`config.mk`:
```
export PLATFORM = sky130hd
export DESIGN_NAME = canvas_write_ctrl
export DESIGN_NICKNAME = d
export VERILOG_FILES = /design/src/rtl/canvas_pkg.sv /design/src/rtl/canvas_sweep_counter.sv /design/src/rtl/canvas_write_ctrl.sv
export SDC_FILE = /design/constraint.sdc
export NUM_CORES = 1
export LEC_CHECK = 0
export ABC_AREA = 1
export ABC_CLOCK_PERIOD_IN_PS = 3400
export CAP_MARGIN = 15
export CORE_UTILIZATION = 35
export DETAILED_ROUTE_END_ITERATION = 6
export PLACE_DENSITY_LB_ADDON = 0.12
export SYNTH_ARGS = -nofsm -noshare
export SYNTH_HDL_FRONTEND = slang
export SYNTH_SLANG_ARGS = --single-unit
```
`constraint.sdc`:
```
create_clock -name clk -period 3.4 [get_ports clk]
set_input_delay 0.68 -clock clk [delete_from_list [all_inputs] [get_ports clk]]
set_output_delay 0.68 -clock clk [all_outputs]
set_load 0.01 [all_outputs]
```
`src/rtl/canvas_pkg.sv`:
```
// Shared types and constants for the canvas pixel RAM write-port controller.
// Default canvas geometry matches the 8-bit x / 7-bit y RAM address space.
package canvas_pkg;

  typedef enum logic [1:0] {
    IDLE,
    STAMP,
    CLEAR
  } ctrl_state_t;

  localparam int CANVAS_W_DEF     = 256;
  localparam int CANVAS_H_DEF     = 128;
  localparam int STAMP_CYCLES_BIG = 9;

endpackage

```
`src/rtl/canvas_sweep_counter.sv`:
```
// Raster x/y counter: x runs 0..X_LAST, then wraps and bumps y; clr forces (0,0).
// Updates one step per enabled cycle; clr wins over en; last flags (X_LAST, Y_LAST).
module canvas_sweep_counter #(
  parameter int XW     = 8,
  parameter int YW     = 7,
  parameter int X_LAST = 255,
  parameter int Y_LAST = 127
) (
  input  logic          clk,
  input  logic          clr,
  input  logic          en,
  output logic [XW-1:0] x,
  output logic [YW-1:0] y,
  output logic          last
);

  localparam logic [XW-1:0] XL = XW'(X_LAST);
  localparam logic [YW-1:0] YL = YW'(Y_LAST);

  assign last = (x == XL) && (y == YL);

  always_ff @(posedge clk) begin
    if (clr) begin
      x <= '0;
      y <= '0;
    end else if (en) begin
      if (x == XL) begin
        x <= '0;
        y <= (y == YL) ? '0 : y + 1'b1;
      end else begin
        x <= x + 1'b1;
      end
    end
  end

endmodule

```
`src/rtl/canvas_write_ctrl.sv`:
```
// Arbitrates the canvas RAM write port between brush stamps (1x1/3x3, clipped) and a full clear sweep.
// Writes are registered, one per cycle; brush requests stall (reqReady low) while busy or a clear is due.
module canvas_write_ctrl
  import canvas_pkg::*;
#(
  parameter int CANVAS_W = CANVAS_W_DEF,
  parameter int CANVAS_H = CANVAS_H_DEF
) (
  input  logic       clk,
  input  logic       reset,
  input  logic       reqValid,
  output logic       reqReady,
  input  logic [7:0] reqX,
  input  logic [7:0] reqY,
  input  logic [2:0] reqColor,
  input  logic       reqBig,
  input  logic       clearStart,
  input  logic [2:0] clearColor,
  output logic       wrEn,
  output logic [7:0] wrX,
  output logic [7:0] wrY,
  output logic [2:0] wrColor,
  output logic       busy,
  output logic       clearDone
);

  ctrl_state_t state;
  logic        pending;
  logic [2:0]  pend_color;
  logic        tail;
  logic [7:0]  cx, cy;
  logic [2:0]  color;
  logic        big;

  logic        in_idle, req_fire, clear_go, enter_clr;
  logic [2:0]  clear_col;
  logic [7:0]  src_x, src_y;
  logic [2:0]  src_color;
  logic        src_big;
  logic [9:0]  tx, ty;
  logic        t_in;

  logic [1:0]  sox, soy;
  logic        s_last, s_en, s_clr;
  logic [7:0]  clr_x;
  logic [6:0]  clr_y;
  logic        c_last, c_en, c_clr;

  assign in_idle   = (state == IDLE);
  assign reqReady  = in_idle && !pending && !clearStart;
  assign req_fire  = reqValid && reqReady;
  assign clear_go  = clearStart || pending;
  assign enter_clr = clear_go && (in_idle || (state == STAMP && tail));
  assign busy      = !in_idle || pending;
  assign clear_col = pending ? pend_color : clearColor;

  // While idle the first stamp pixel is built straight from the request so it lands in cycle N+1.
  assign src_x     = in_idle ? reqX : cx;
  assign src_y     = in_idle ? reqY : cy;
  assign src_color = in_idle ? reqColor : color;
  assign src_big   = in_idle ? reqBig : big;

  // Two spare high bits keep centre+offset-1 signed without wrapping at x=255.
  assign tx   = {2'b00, src_x} + {8'b0, sox} - {9'b0, src_big};
  assign ty   = {2'b00, src_y} + {8'b0, soy} - {9'b0, src_big};
  assign t_in = !tx[9] && (tx < 10'(CANVAS_W)) && !ty[9] && (ty < 10'(CANVAS_H));

  assign s_en  = (req_fire && reqBig) || (state == STAMP && !tail);
  assign s_clr = reset || (state == STAMP && tail);
  assign c_en  = enter_clr || (state == CLEAR && !tail);
  assign c_clr = reset || (state == CLEAR && tail);

  canvas_sweep_counter #(.XW(2), .YW(2), .X_LAST(2), .Y_LAST(2)) u_stamp_cnt (
    .clk(clk), .clr(s_clr), .en(s_en), .x(sox), .y(soy), .last(s_last)
  );

  canvas_sweep_counter #(.XW(8), .YW(7), .X_LAST(CANVAS_W-1), .Y_LAST(CANVAS_H-1)) u_clear_cnt (
    .clk(clk), .clr(c_clr), .en(c_en), .x(clr_x), .y(clr_y), .last(c_last)
  );

  always_ff @(posedge clk) begin
    if (reset) begin
      state      <= IDLE;
      pending    <= 1'b0;
      pend_color <= '0;
      tail       <= 1'b0;
      cx         <= '0;
      cy         <= '0;
      color      <= '0;
      big        <= 1'b0;
      wrEn       <= 1'b0;
      wrX        <= '0;
      wrY        <= '0;
      wrColor    <= '0;
      clearDone  <= 1'b0;
    end else begin
      clearDone <= 1'b0;
      if (state == STAMP && clearStart && !pending) begin
        pending    <= 1'b1;
        pend_color <= clearColor;
      end
      if (enter_clr) begin
        state   <= CLEAR;
        pending <= 1'b0;
        color   <= clear_col;
        tail    <= c_last;
        wrEn    <= 1'b1;
        wrX     <= clr_x;
        wrY     <= {1'b0, clr_y};
        wrColor <= clear_col;
      end else begin
        case (state)
          IDLE: begin
            if (req_fire) begin
              state <= STAMP;
              cx    <= reqX;
              cy    <= reqY;
              color <= reqColor;
              big   <= reqBig;
              tail  <= !reqBig;
            end
            wrEn    <= req_fire && t_in;
            wrColor <= req_fire ? src_color : wrColor;
            if (req_fire && t_in) begin
              wrX <= tx[7:0];
              wrY <= ty[7:0];
            end
          end
          STAMP: begin
            if (!tail) begin
              tail    <= s_last;
              wrEn    <= t_in;
              wrColor <= src_color;
              if (t_in) begin
                wrX <= tx[7:0];
                wrY <= ty[7:0];
              end
            end else begin
              state <= IDLE;
              wrEn  <= 1'b0;
            end
          end
          CLEAR: begin
            if (!tail) begin
              tail    <= c_last;
              wrEn    <= 1'b1;
              wrX     <= clr_x;
              wrY     <= {1'b0, clr_y};
              wrColor <= color;
            end else begin
              state     <= IDLE;
              wrEn      <= 1'b0;
              clearDone <= 1'b1;
            end
          end
          default: begin
            state <= IDLE;
            wrEn  <= 1'b0;
          end
        endcase
      end
    end
  end

endmodule

```
After elaboration in Yosys (flattened, before gate mapping)
Cells that the tools add are included.

Register bits after elaboration: 67. Latch bits: 0. Bits in writable memories: 0. ROM bits: 0. Bits of input ports: 27. Output and inout bits: 23. Logic and storage cells: 141. Memories kept: 0.

Add/subtract/negate cells: 8. Multipliers: 0. Div/mod/pow operators: 0. Magnitude comparators: 2. Equal/unequal tests: 18. Shift-type cells: 0. Muxes and demuxes: 43. Bitwise gates (word level): 2. Reductions and logical operators: 49.

Operators by type and width (number): 8-bit two-way mux (12); 8-bit case mux with 3 select lines (2); 3-bit two-way mux (9); 9-bit by 1-bit subtractor with 10-bit output (2); 8-bit by 2-bit adder with 9-bit output (2); 1-bit logical AND (17); 7-bit two-way mux (2); 2-bit AND reduction (6); 10-bit by 8-bit < comparator with 1-bit output (second input constant) (1); 10-bit by 9-bit < comparator with 1-bit output (second input constant) (1); 2-bit two-way mux (5); 5-bit AND reduction (2); 1-bit two-way mux (9); 3-bit by 1-bit inequality test with 1-bit output (second input constant) (3); 3-bit inequality test (second input constant) (3); 3-bit case mux with 3 select lines (1); 8-bit by 1-bit adder with 8-bit output (second input constant) (1); 8-bit equality test (second input constant) (1); 7-bit by 1-bit adder with 7-bit output (second input constant) (1); 7-bit equality test (second input constant) (1); 1-bit logical NOT (7); 1-bit logical OR (7); 2-bit equality test (second input constant) (3); 2-bit by 1-bit inequality test with 1-bit output (second input constant) (3); other kinds (14) (21).

Longest topological paths before layout
Depth after elaboration: 12. Depth in mapped cells: 25. Mapped depth without buffers: 24.

Cells and area by module
A second synthesis with hierarchy kept.

Cells, all modules: 700. Area, all modules: 4500.6 µm².

Modules (own cells, without submodules): canvas_write_ctrl (instances 1, cells an instance 549, area an instance 3483.3 µm², sequential area each 960.9 µm²); canvas_sweep_counter (u_clear_cnt) (instances 1, cells an instance 122, area an instance 825.8 µm², sequential area each 300.3 µm²); canvas_sweep_counter (u_stamp_cnt) (instances 1, cells an instance 29, area an instance 191.4 µm², sequential area each 80.1 µm²).

Worst setup path before layout
Ideal clock, no wire load.

Kind: flip-flop to flip-flop. Start point: register state[0]. End point: register wrY[5]. Library setup time: 0.115 ns. Arrival time: 3.158 ns. Data required time: 3.285 ns. Slack: 0.127 ns. Stages on the path, launching flop included: 23. Buffers on the path: 2. Clock period less this slack: 3.273 ns. Cell sequence: dfxtp_1 inv_1 ha_1 inv_2 clkbuf_1 o21ai_0 ha_1 inv_1 ha_1 fa_1 nand2_1 nand3_1 nand3_1 nand2_1 nand2_1 nand2_1 nor2_1 nand2_1 o21ai_2 buf_2 nand3b_1 nand2_1 nor2_1.

Word-level cells in the longest chain between the ends: 11. Elaborated cells between the ends (all ways): 35. Those cells by class: add/sub (4); order compare (2); eq/ne (6); mux (8); reduce/logical (15).

Ends and longest elaborated chain: start: declaration (line canvas_write_ctrl.sv:27) `ctrl_state_t state;`; start signal: assignment (line canvas_write_ctrl.sv:83) `state <= IDLE;`; start signal: assignment (line canvas_write_ctrl.sv:103) `state <= CLEAR;`; start signal: assignment (line canvas_write_ctrl.sv:115) `state <= STAMP;`; 2-bit logical NOT (*) (line canvas_write_ctrl.sv:49) `assign in_idle = (state == IDLE);`; net in_idle (line canvas_write_ctrl.sv:35) `logic in_idle, req_fire, clear_go, enter_clr;`; 8-bit two-way mux (line canvas_write_ctrl.sv:58) `assign src_x = in_idle ? reqX : cx;`; 8-bit by 2-bit adder with 9-bit output (line canvas_write_ctrl.sv:64) `assign tx = {2'b00, src_x} + {8'b0, sox} - {9'b0, src_big};`; 9-bit by 1-bit subtractor with 10-bit output (line canvas_write_ctrl.sv:64); 10-bit by 9-bit < comparator with 1-bit output / 1-bit logical NOT (equally long branches) (line canvas_write_ctrl.sv:66) `assign t_in = !tx[9] && (tx < 10'(CANVAS_W)) && !ty[9] && (ty < 10'(CANVAS_H));`; 1-bit logical AND (3 in a row) (line canvas_write_ctrl.sv:66); 1-bit logical AND (line canvas_write_ctrl.sv:124) `if (req_fire && t_in) begin`; 3-bit by 1-bit inequality test with 1-bit output (no line); 5-bit AND reduction (no line); end signal: assignment (line canvas_write_ctrl.sv:126) `wrY <= ty[7:0];`; end signal: assignment (line canvas_write_ctrl.sv:136) `wrY <= ty[7:0];`; end signal: assignment (line canvas_write_ctrl.sv:148) `wrY <= {1'b0, clr_y};`; end: declaration (line canvas_write_ctrl.sv:21) `output logic [7:0] wrY,`.

The timed path passes the listed nets; every way through them passes the cells marked *. The select of a mux whose other input is x is not followed. A chain may end at the register's enable or synchronous reset.

Worst setup path in the final report
Start point: input port reqY[1]. End point: register wrY[6].

Word-level cells in the longest chain between the ends: 9. Elaborated cells between the ends (all ways): 16. Those cells by class: add/sub (2); order compare (1); eq/ne (2); mux (6); reduce/logical (5).

Ends and longest elaborated chain: start: declaration (line canvas_write_ctrl.sv:14) `input logic [7:0] reqY,`; 8-bit two-way mux (*) (line canvas_write_ctrl.sv:59) `assign src_y = in_idle ? reqY : cy;`; 8-bit by 2-bit adder with 9-bit output (*) (line canvas_write_ctrl.sv:65) `assign ty = {2'b00, src_y} + {8'b0, soy} - {9'b0, src_big};`; 9-bit by 1-bit subtractor with 10-bit output (*) (line canvas_write_ctrl.sv:65); parallel branches: the longest is 6 deep, another holds 10-bit by 8-bit < comparator with 1-bit output.

Mark *: on every way between the ends. The select of a mux whose other input is x is not followed.

==> metrics.md <==
| Metric | Value |
|---|---|
| Arrival time at the worst endpoint | `3.39 ns` |
| Grt ovf | `0` |
| Setup Total Neg Slack | `0 ns` |
| Sequential power share | `18.3%` |
| Worst reg2reg endpoint | `wrY[6]` |
| Pins Over Slew Limit | `0` |
| Ys flop type | `dfxtp_1` |
| CTS tree | `built` |
| Die width | `112 um` |
| Status | `finished, violations left` |
| Nets | `809` |
| Worst VDD drop | `411 uV` |
| Hold WS | `0.444 ns` |
| CP cell instances | `clkdlybuf4s50_1, o21ai_0, ha_1, inv_2, fa_2, nand2_2, nand3_2, nand3_2, nand2_1, nand2_1, nand2_1, nor2_2, nand2_2, nand2_1, nand2_2, nand2_8, clkbuf_16, nand3_1, nand2_1, nor2_1` |
| Synth unique cells | `35` |
| Yosys warns | `0` |
| CTS Buf Count | `9` |
| Initial antenna violation count | `0` |
| DRT Pass-1 Iters | `7` |
| R2R depth | `24` |
| Max FO, Critical Path | `5` |
| Vias/cell | `4.86` |
| Psw | `2.30 mW` |
| Worst-path clk slew | `0.06 ns` |
| Leading area contributor after synthesis | `dfxtp_1` |
| DRC viols | `2` |
| WS Path Type | `in -> reg` |
| Syn avg cell area | `6.46 sq um` |
| F_max | `0.316 GHz` |
| Cell depth of the worst min-delay path | `2` |
| Internal power | `3.30 mW` |
| R2r setup slk | `0.26 ns` |
| Routed WL | `11600 um` |
| Net Count, Synth | `717` |
| Crit path largest cell delay | `0.46 ns` |
| Fin crit share | `93.0%` |
| Leak pwr | `2.66 nW` |
| Timing startpoint of the critical path | `reqY[1]` |
| PwrDens | `970 nW/um^2` |
| First-pass GRT wire length | `approximately 19000 um` |
| Max-cap viol count | `0` |
| Post-route ant nets | `0` |
| Synth top area cells | `dfxtp_1 31%, nand2_1 13%, inv_1 9.1%, ha_1 8.5%, a21oi_1 6.9%` |
| Slew margin rel. | `60.6%` |
| Clk root buf | `clkbuf_16` |
| Io pins | `50` |
| Crit path launch type | `primary input` |
| Share of cells above drive strength 1 | `around 14%` |
| Critical path's slowest cell | `clkdlybuf4s50_1` |
| Core Region | `11700 sq um` |
| Worst reg2reg startpoint | `state[0]` |
| Final Hold Viols | `0` |
| Clock latency on the worst-skew pair | `roughly 0.33 ns` |
| Mapped Area | `4260 sq um` |
| Failing checks | `design-rule violations` |
| Endpoint class of the critical path | `flop` |
| Hold_sp | `cy[2]` |
| Place WS | `-0.492 ns` |
| Synthesis-to-layout area growth | `35.4%` |
| DR WL/cell | `12.9 um` |
| Final Cell Area | `5770 sq um` |
| Crit path buffers/inverters | `3` |
| Vias in the first global route | `3963` |
| Crit-path leading delay family | `simple AND/OR/NAND/NOR gates` |
| Hold path endpoint | `cy[2]` |
| Hold Crit Class | `reg -> reg` |
| Global Route Usage Sum | `19.3%` |
| Initial core utilization | `~37%` |
| Clock Path Buffers | `2` |
| Syn Inst Count | `659` |
| EDFF count, synth | `0` |
| Most common cell on crit path | `nand2_1` |
| Synth async-reset ratio | `0%` |
| Worst Tran Pin Value | `around 0.6 ns` |
| Clock Skew | `0.00668 ns` |
| DIE AREA | `12600 sq um` |
| Fillers | `1160` |
| Synth top area share | `a little under a third` |
| Worst path required time | `3.63 ns` |
| Placement Cell Area | `5230 sq um` |
| Largest net degree at the start of global routing | `32` |
| CTS HTree Levels | `3` |
| Final worst setup slack | `0.238 ns` |
| Sequential fraction of the synthesis area | `a little under a third` |
| Final setup vio count | `0` |
| Most frequent cells in the layout | `149 x nand2_1, 99 x inv_1, 68 x nor2_1` |
| Sw Share | `41.0%` |
| Logic pwr share | `between 60% and 70%` |
| Clk sinks | `67` |
| Flops & latches, synth | `67` |
| Port Buffers | `49` |
| FP Rows | `39` |
| # diodes | `0` |
| Clock power frac | `20.1%` |
| Die height | `112 um` |
| Commonest non-fill, non-tap cell in the layout | `nand2_1` |
| Total vias in the final route | `4370` |
| DR iter-0 viols | `254` |
| Placed wire-length estimate | `9020 um` |
| Minimum clock period | `3.16 ns` |
| Gpl congestion | `0.897` |
[power by group through the flow]
stage               combinational, mW  sequential (mW)  clock [mW]
CTS                              3.37             1.02        1.15
finish                           3.45             1.03        1.12
detailed placement               3.26             1.04           0
global placement                 3.24             1.04           0
floorplan                        1.89             1.07           0
global route                     3.88             1.04        1.18
[flip-flops by register name, indices dropped and copies added (netlist names)]
| register | flops |
|---|---|
| big | 1 |
| wrX | 8 |
| clearDone | 1 |
| state | 2 |
| pend_color | 3 |
| wrColor | 3 |
| pending | 1 |
| wrY | 8 |
| cy | 8 |
| u_stamp_cnt.x | 2 |
| cx | 8 |
| color | 3 |
| u_clear_cnt.x | 8 |
| wrEn | 1 |
| u_stamp_cnt.y | 2 |
| u_clear_cnt.y | 7 |
| tail | 1 |
[what timing repair did]
action / in CTS / in global routing
pin swaps: 4 / 7
cloned: 1 / 2
setup buffers: 1 / 0
gates resized for setup: 11 / 21
endpoints found under the setup margin: 16 / 16
hold buffers: 0 / 0
[kinds of logic after synthesis]
| logic type | Yosys count | share of synthesized area (%) |
|---|---|---|
| simple gates | 293 | 28.7 |
| compound gates | 132 | 16.7 |
| buf+inv | 125 | 11.4 |
| flops | 67 | 31.5 |
| fa+ha+maj | 31 | 9.46 |
| xor+xnor | 10 | 2.06 |
| mux | 1 | 0.235 |
[layout make-up]
type | count | area, sq um | share of cell area, %
clock inverters | 4 | 95.1 | 1.65
clock buffers | 12 | 267 | 4.62
well taps | 143 | 179 | 3.10
repair buffers | 101 | 971 | 16.8
multi-input cells | 467 | 2520 | 43.6
flip-flops and latches | 67 | 1340 | 23.3
inverters | 105 | 399 | 6.92
[synth_stat cells, drive strengths merged, types with 6 or more instances]
cell / count
or2: 13
nor2: 70
a21oi: 59
ha: 29
clkbuf: 14
dfxtp: 67
nor3: 14
xor2: 6
nand3: 33
nand2: 154
inv: 105
o21ai: 52
a31oi: 6
buf: 6
[worst max-delay path by stage]
stage / cells past startpoint / to / slack [ns]
final: 20 / wrY[6] / 0.24
after global routing: 24 / wrY[6] / -0.01
after CTS: 22 / wrX[0] / 0.0007
after detailed placement: 20 / wrY[0] / -0.49
after global placement: 21 / wrY[0] / -0.42
after floorplan: 22 / wrY[5] / 0.13
[metrics by stage]
step           std cells  utilization [%]  power, mW
2_1_floorplan        659                -       2.97
3_3_place_gp         879             44.8       4.28
3_5_place_dp         879             44.8       4.30
4_1_cts              897             48.5       5.54
5_1_grt              899             49.5       6.10
6_report             899             49.5       5.60
[routing by layer]
metal	up-vias	part of all wire [%]	GRT usage (%)
li1	2304	-	-
met1	1972	49	25.8
met2	75	46	30.7
met3	19	3.4	3.67
met4	0	2.3	7.56
met5	-	0	0
[worst min-delay path, delay by kind of cell, from the launching register on]
| family | cells | cell delay [ns] |
|---|---|---|
| compound gates | 1 | 0.05 |
| buf+inv | 1 | 0.05 |
| flops | 1 | 0.29 |
Power figures use the tool's default switching activity.
==> variant 1 (config.mk and constraints unchanged) <==
The 3 states of `ctrl_state_t` get a one-hot encoding in 3 bits.
--- a/src/rtl/canvas_pkg.sv
+++ b/src/rtl/canvas_pkg.sv
@@ -2,10 +2,10 @@
 // Default canvas geometry matches the 8-bit x / 7-bit y RAM address space.
 package canvas_pkg;
 
-  typedef enum logic [1:0] {
-    IDLE,
-    STAMP,
-    CLEAR
+  typedef enum logic [2:0] {
+    IDLE  = 3'b001,
+    STAMP = 3'b010,
+    CLEAR = 3'b100
   } ctrl_state_t;
 
   localparam int CANVAS_W_DEF     = 256;
Function: same outputs for any inputs over 4 cycles, from zero or initial values and one cycle with reset high; so few cycles prove little.
==> variant 1 against the original RTL <==
  * Sequential cell count increased by 1
  * Worst setup slack improved by 42 ps
  * Clock power shrank 17%
  * Power fell by 27%
  * Final area decreased by 6.9%
  * Largest cell class unchanged
  * Synthesized area up 1.8%
  * Count of clock-buffer cells in the layout unchanged
  * Routed wire length decreased by 7.0%
==> variant 1: results (changes against the original RTL) <==
outcome: finished clean
met1 global-route usage: 0.230 (-0.0275)
Post-Route M1 WL: 5.27 mm (-6.7%)
total number of vias: 4157 (-4.9%)
Post-Place Cells: 871 (-0.91%)
Worst Tran Pin Value: 473 ps (-118 ps)
met3 Track Usage GR: 0.0337 (-0.00297)
worst setup path end: wrY[5]$_SDFFE_PP0P_
DR WL met2: 4.92 mm (-7.5%)
Global Route Usage Sum: 0.179 (-0.0137)
vias per cell: 4.68 (-3.8%)
nets: 772 (-4.6%)
launch point of the worst path: state[2]$_SDFFE_PP0P_
final clock skew: 5.35 ps (-1.33 ps)
sequential area share after synthesis: 0.314 (-0.000925)
multi-input logic area: 2480 sq um (-1.5%)
mux contribution to synthesized area: 0.00692 (+0.00457)
Mapped Nets: 710 (-0.98%)
Register Area: 1360 sq um (+1.4%)
peak supply drop: 283 uV (-31%)
Fill cells: 1258 (+8.4%)
met2 Use GR: 0.301 (-0.00581)
Clock-cell share: 0.0542 (-0.00843)
Max FO, Critical Path: 11 (+6)
initial DRC count: 268 (+5.5%)
largest net degree at the start of global routing: 44 (+38%)
RePlAce Congestion: 0.865 (-3.6%)
buffer share of cell area: 0.122 (-0.0458)
NetSw: 0.00166 W (-28%)
fraction of area in multi-input gates: 0.461 (+0.0249)
pre-CTS WS: -53.0 ps (+439 ps)
TritonRoute pass-1 iters: 5 (-2)
critical path arrival: 3340 ps (-50 ps)
routed len/inst: 12.2 microns (-5.9%)
Inverters, non-clock: 99 (-5.7%)
Worst Slack Setup Final: 280 ps (+41.9 ps)
post-synthesis register bit count: 68 (+1.5%)
first-pass GRT wire length: 18.3 mm (-4.2%)
post-DP HPWL: 8.39 mm (-7.0%)
met3 wire len: 493 microns (+24%)
Leak Pwr: 2.48 nW (-6.7%)
Adder-Cell Fraction of Synth Area: 0.0814 (-0.0132)
syn avg cell area: 6.61 sq um (+2.3%)
Clk network pwr share: 0.227 (+0.026)
Cell variety after synth: 44 (+26%)
Min Hold Slack: 447 ps (+2.88 ps)
reg-to-reg startpoint: state[2]$_SDFFE_PP0P_
combinational-cell power consumption: 0.00216 W (-37%)
share of cells above drive strength 1: 0.0902 (-0.0461)
dpl cell area: 5040 sq um (-3.4%)
Synth area leaders: dfxtp_1 31%, nand2_1 14%, inv_1 8.0%
Post-synth top cells: 157 x nand2_1, 93 x inv_1, 84 x nor2_1
xor/xnor cell area share of the yosys netlist: 0.0242 (+0.00368)
-- variant 1: cell count changes in the layout (fill, tap and decap cells not counted), moves of 3 or more --
cell / unedited run / this run
buf_4: 46 / 19
nor2_1: 68 / 84
a21oi_1: 59 / 44
nor3_1: 14 / 4
nand2_1: 149 / 157
inv_1: 99 / 92
or2_2: 12 / 5
o21ai_0: 47 / 52
a31oi_1: 6 / 2
nand3_1: 31 / 27
ha_1: 27 / 24
nand2_4: 0 / 3
nand3b_1: 3 / 6
-- variant 1: critical path, cell delays in order (launching register included) --
cell and delay, ps:
dfxtp_1 380, nor2_2 70, nand2_4 130, clkinvlp_4 180, buf_2 200, or2_2 280, o21ai_0 190, ha_1 330
inv_1 150, nor2_1 50, a21oi_1 200, nand2_1 70, nand2_1 60, nand2_1 50, nor2_2 120, nand3_4 120
buf_4 200, a21oi_1 140, nor2_1 60
-- variant 1: what timing repair did --
item | CTS | global route
resized for setup | 0 | 4
hold endpoints to repair | 0 | 0
setup endpoints to repair | 0 | 16
buffers inserted | 0 | 4
==> variant 2 (same settings) <==
Without the edit above. Reset style: asynchronous (`reset`), changed in one clocked block.
--- a/src/rtl/canvas_write_ctrl.sv
+++ b/src/rtl/canvas_write_ctrl.sv
@@ -78,7 +78,7 @@
     .clk(clk), .clr(c_clr), .en(c_en), .x(clr_x), .y(clr_y), .last(c_last)
   );
 
-  always_ff @(posedge clk) begin
+  always_ff @(posedge clk or posedge reset) begin
     if (reset) begin
       state      <= IDLE;
       pending    <= 1'b0;
Check against the original RTL: differs if reset is asserted again (counterexample within 4 cycles, from zero or initial values and one cycle with reset high); with reset held inactive, the same outputs for 4 cycles.
==> variant 2 against the original RTL <==
  * Power increased by 21%
  * Sequential cell count stayed put
  * Via count is 7.7% lower
  * Final area shrank 3.4%
  * Routed wire length decreased by 5.7%
  * Worst setup slack improved by 48 ps
  * Synthesized area grew 3.6%
  * Critical path depth shrank 1
  * Critical path type unchanged
  * Largest cell class unchanged
==> variant 2: results (changes against the original RTL) <==
outcome: finished clean
Mapped Nets: 686 (-4.3%)
launch point of the worst path: reqBig
Max FO, Critical Path: 9 (+4)
slowest stage delay, CP: 430 ps (-30 ps)
critical path arrival: 3400 ps (about the same)
Fill cells: 1228 (+5.9%)
first-pass GRT wire length: 18.6 mm (-2.7%)
Register Area: 1580 sq um (+18%)
nets: 750 (-7.3%)
reg-to-reg startpoint: state[0]$_DFFE_PP0P_
post-DP HPWL: 8.55 mm (-5.2%)
total number of vias: 4032 (-7.7%)
Cell variety after synth: 38 (+8.6%)
share of cells above drive strength 1: 0.109 (-0.0272)
RePlAce Congestion: 0.837 (-6.7%)
TritonRoute pass-1 iters: 4 (-3)
worst reg2reg setup slack: 310 ps (+50 ps)
Worst slew margin: 0.643 (+0.0370)
dpl cell area: 5170 sq um (-1.1%)
Post-CTS Setup Bufs: 0 (-1)
share of the synthesized area in the top cell type: 0.272 (-0.0428)
peak supply drop: 392 uV (-4.5%)
final clock skew: 8.21 ps (+1.54 ps)
total wire length: 11.0 mm (-5.7%)
Leak Pwr: 2.72 nW (+2.3%)
Synth area leaders: dfrtp_1 27%, nand2_1 17%, dfxtp_1 8.6%
Reg2Reg Depth: 20 (-17%)
Post-synth ARST share: 0.716 (+0.716)
initial DRC count: 145 (-43%)
-- variant 2: cell type report --
class,instances,area share
Timing Repair Buffer,69,0.116
Inverter,100,0.0673
Sequential cell,67,0.284
Multi-Input combinational cell,445,0.435
Tap cell,168,0.0377
Clock buffer,11,0.0453
Clock inverter,5,0.0150
-- variant 2: critical path: cells and delay by family --
kind                     cells  cell delay [ps]
buffers and inverters        3              640
adder cells (fa/ha/maj)      3              870
AND/OR/NAND/NOR             12             1140
AO/OA/AOI/OAI                1               70
-- variant 2: what timing repair did --
item                       CTS  global route
hold buffers                 0             0
gates resized for setup      0            20
setup endpoints to repair    0            17
-- variant 2: how the worst min path moves through the flow --
stage               depth (start not counted)  slack [ps]                            end                           from
floorplan                                   2         440              cx[3]$_DFFE_PP0P_              cx[3]$_DFFE_PP0P_
global placement                            2         450              cx[3]$_DFFE_PP0P_              cx[3]$_DFFE_PP0P_
detailed placement                          2         460  u_clear_cnt.y[6]$_SDFFE_PP0P_  u_clear_cnt.y[6]$_SDFFE_PP0P_
CTS                                         2         470  u_clear_cnt.y[6]$_SDFFE_PP0P_  u_clear_cnt.y[6]$_SDFFE_PP0P_
global route                                2         500             wrY[6]$_DFFE_PP0P_             wrY[6]$_DFFE_PP0P_
finish                                      2         470              cy[3]$_DFFE_PP0P_              cy[3]$_DFFE_PP0P_
-- variant 2: kinds of logic after synthesis --
family	count (synthesis)	share of synthesized area
flops	67	0.358
buf+inv	116	0.107
xor+xnor	14	0.0278
compound gates	98	0.124
fa+ha+maj	31	0.0912
simple gates	302	0.291
-- variant 2: through the flow --
step           std cells  TNS, ps  power (W)  hold slack [ps]  setup WS (ps)
3_3_place_gp         849     -779    0.00557              451          -52.5
5_1_grt              865        0    0.00754              496           22.6
6_report             865        0    0.00679              467            285
4_1_cts              865        0    0.00670              467           60.4
2_1_floorplan        628        0    0.00428              437           36.9
3_5_place_dp         849    -2160    0.00560              457           -144
-- variant 2: layer usage --
metal	vias to the layer above	wire length, microns	GRT usage
met5	-	0	0
met4	0	159	0.0649
met3	13	332	0.0360
met2	65	5210	0.313
met1	1835	5270	0.234
li1	2119	-	-
-- variant 2: report_power, final --
part           total [W]  switching (W)  internal [W]
clock network    0.00107       0.000385      0.000685
registers        0.00124       0.000150       0.00109
logic            0.00449        0.00264       0.00184
total            0.00679        0.00318       0.00362
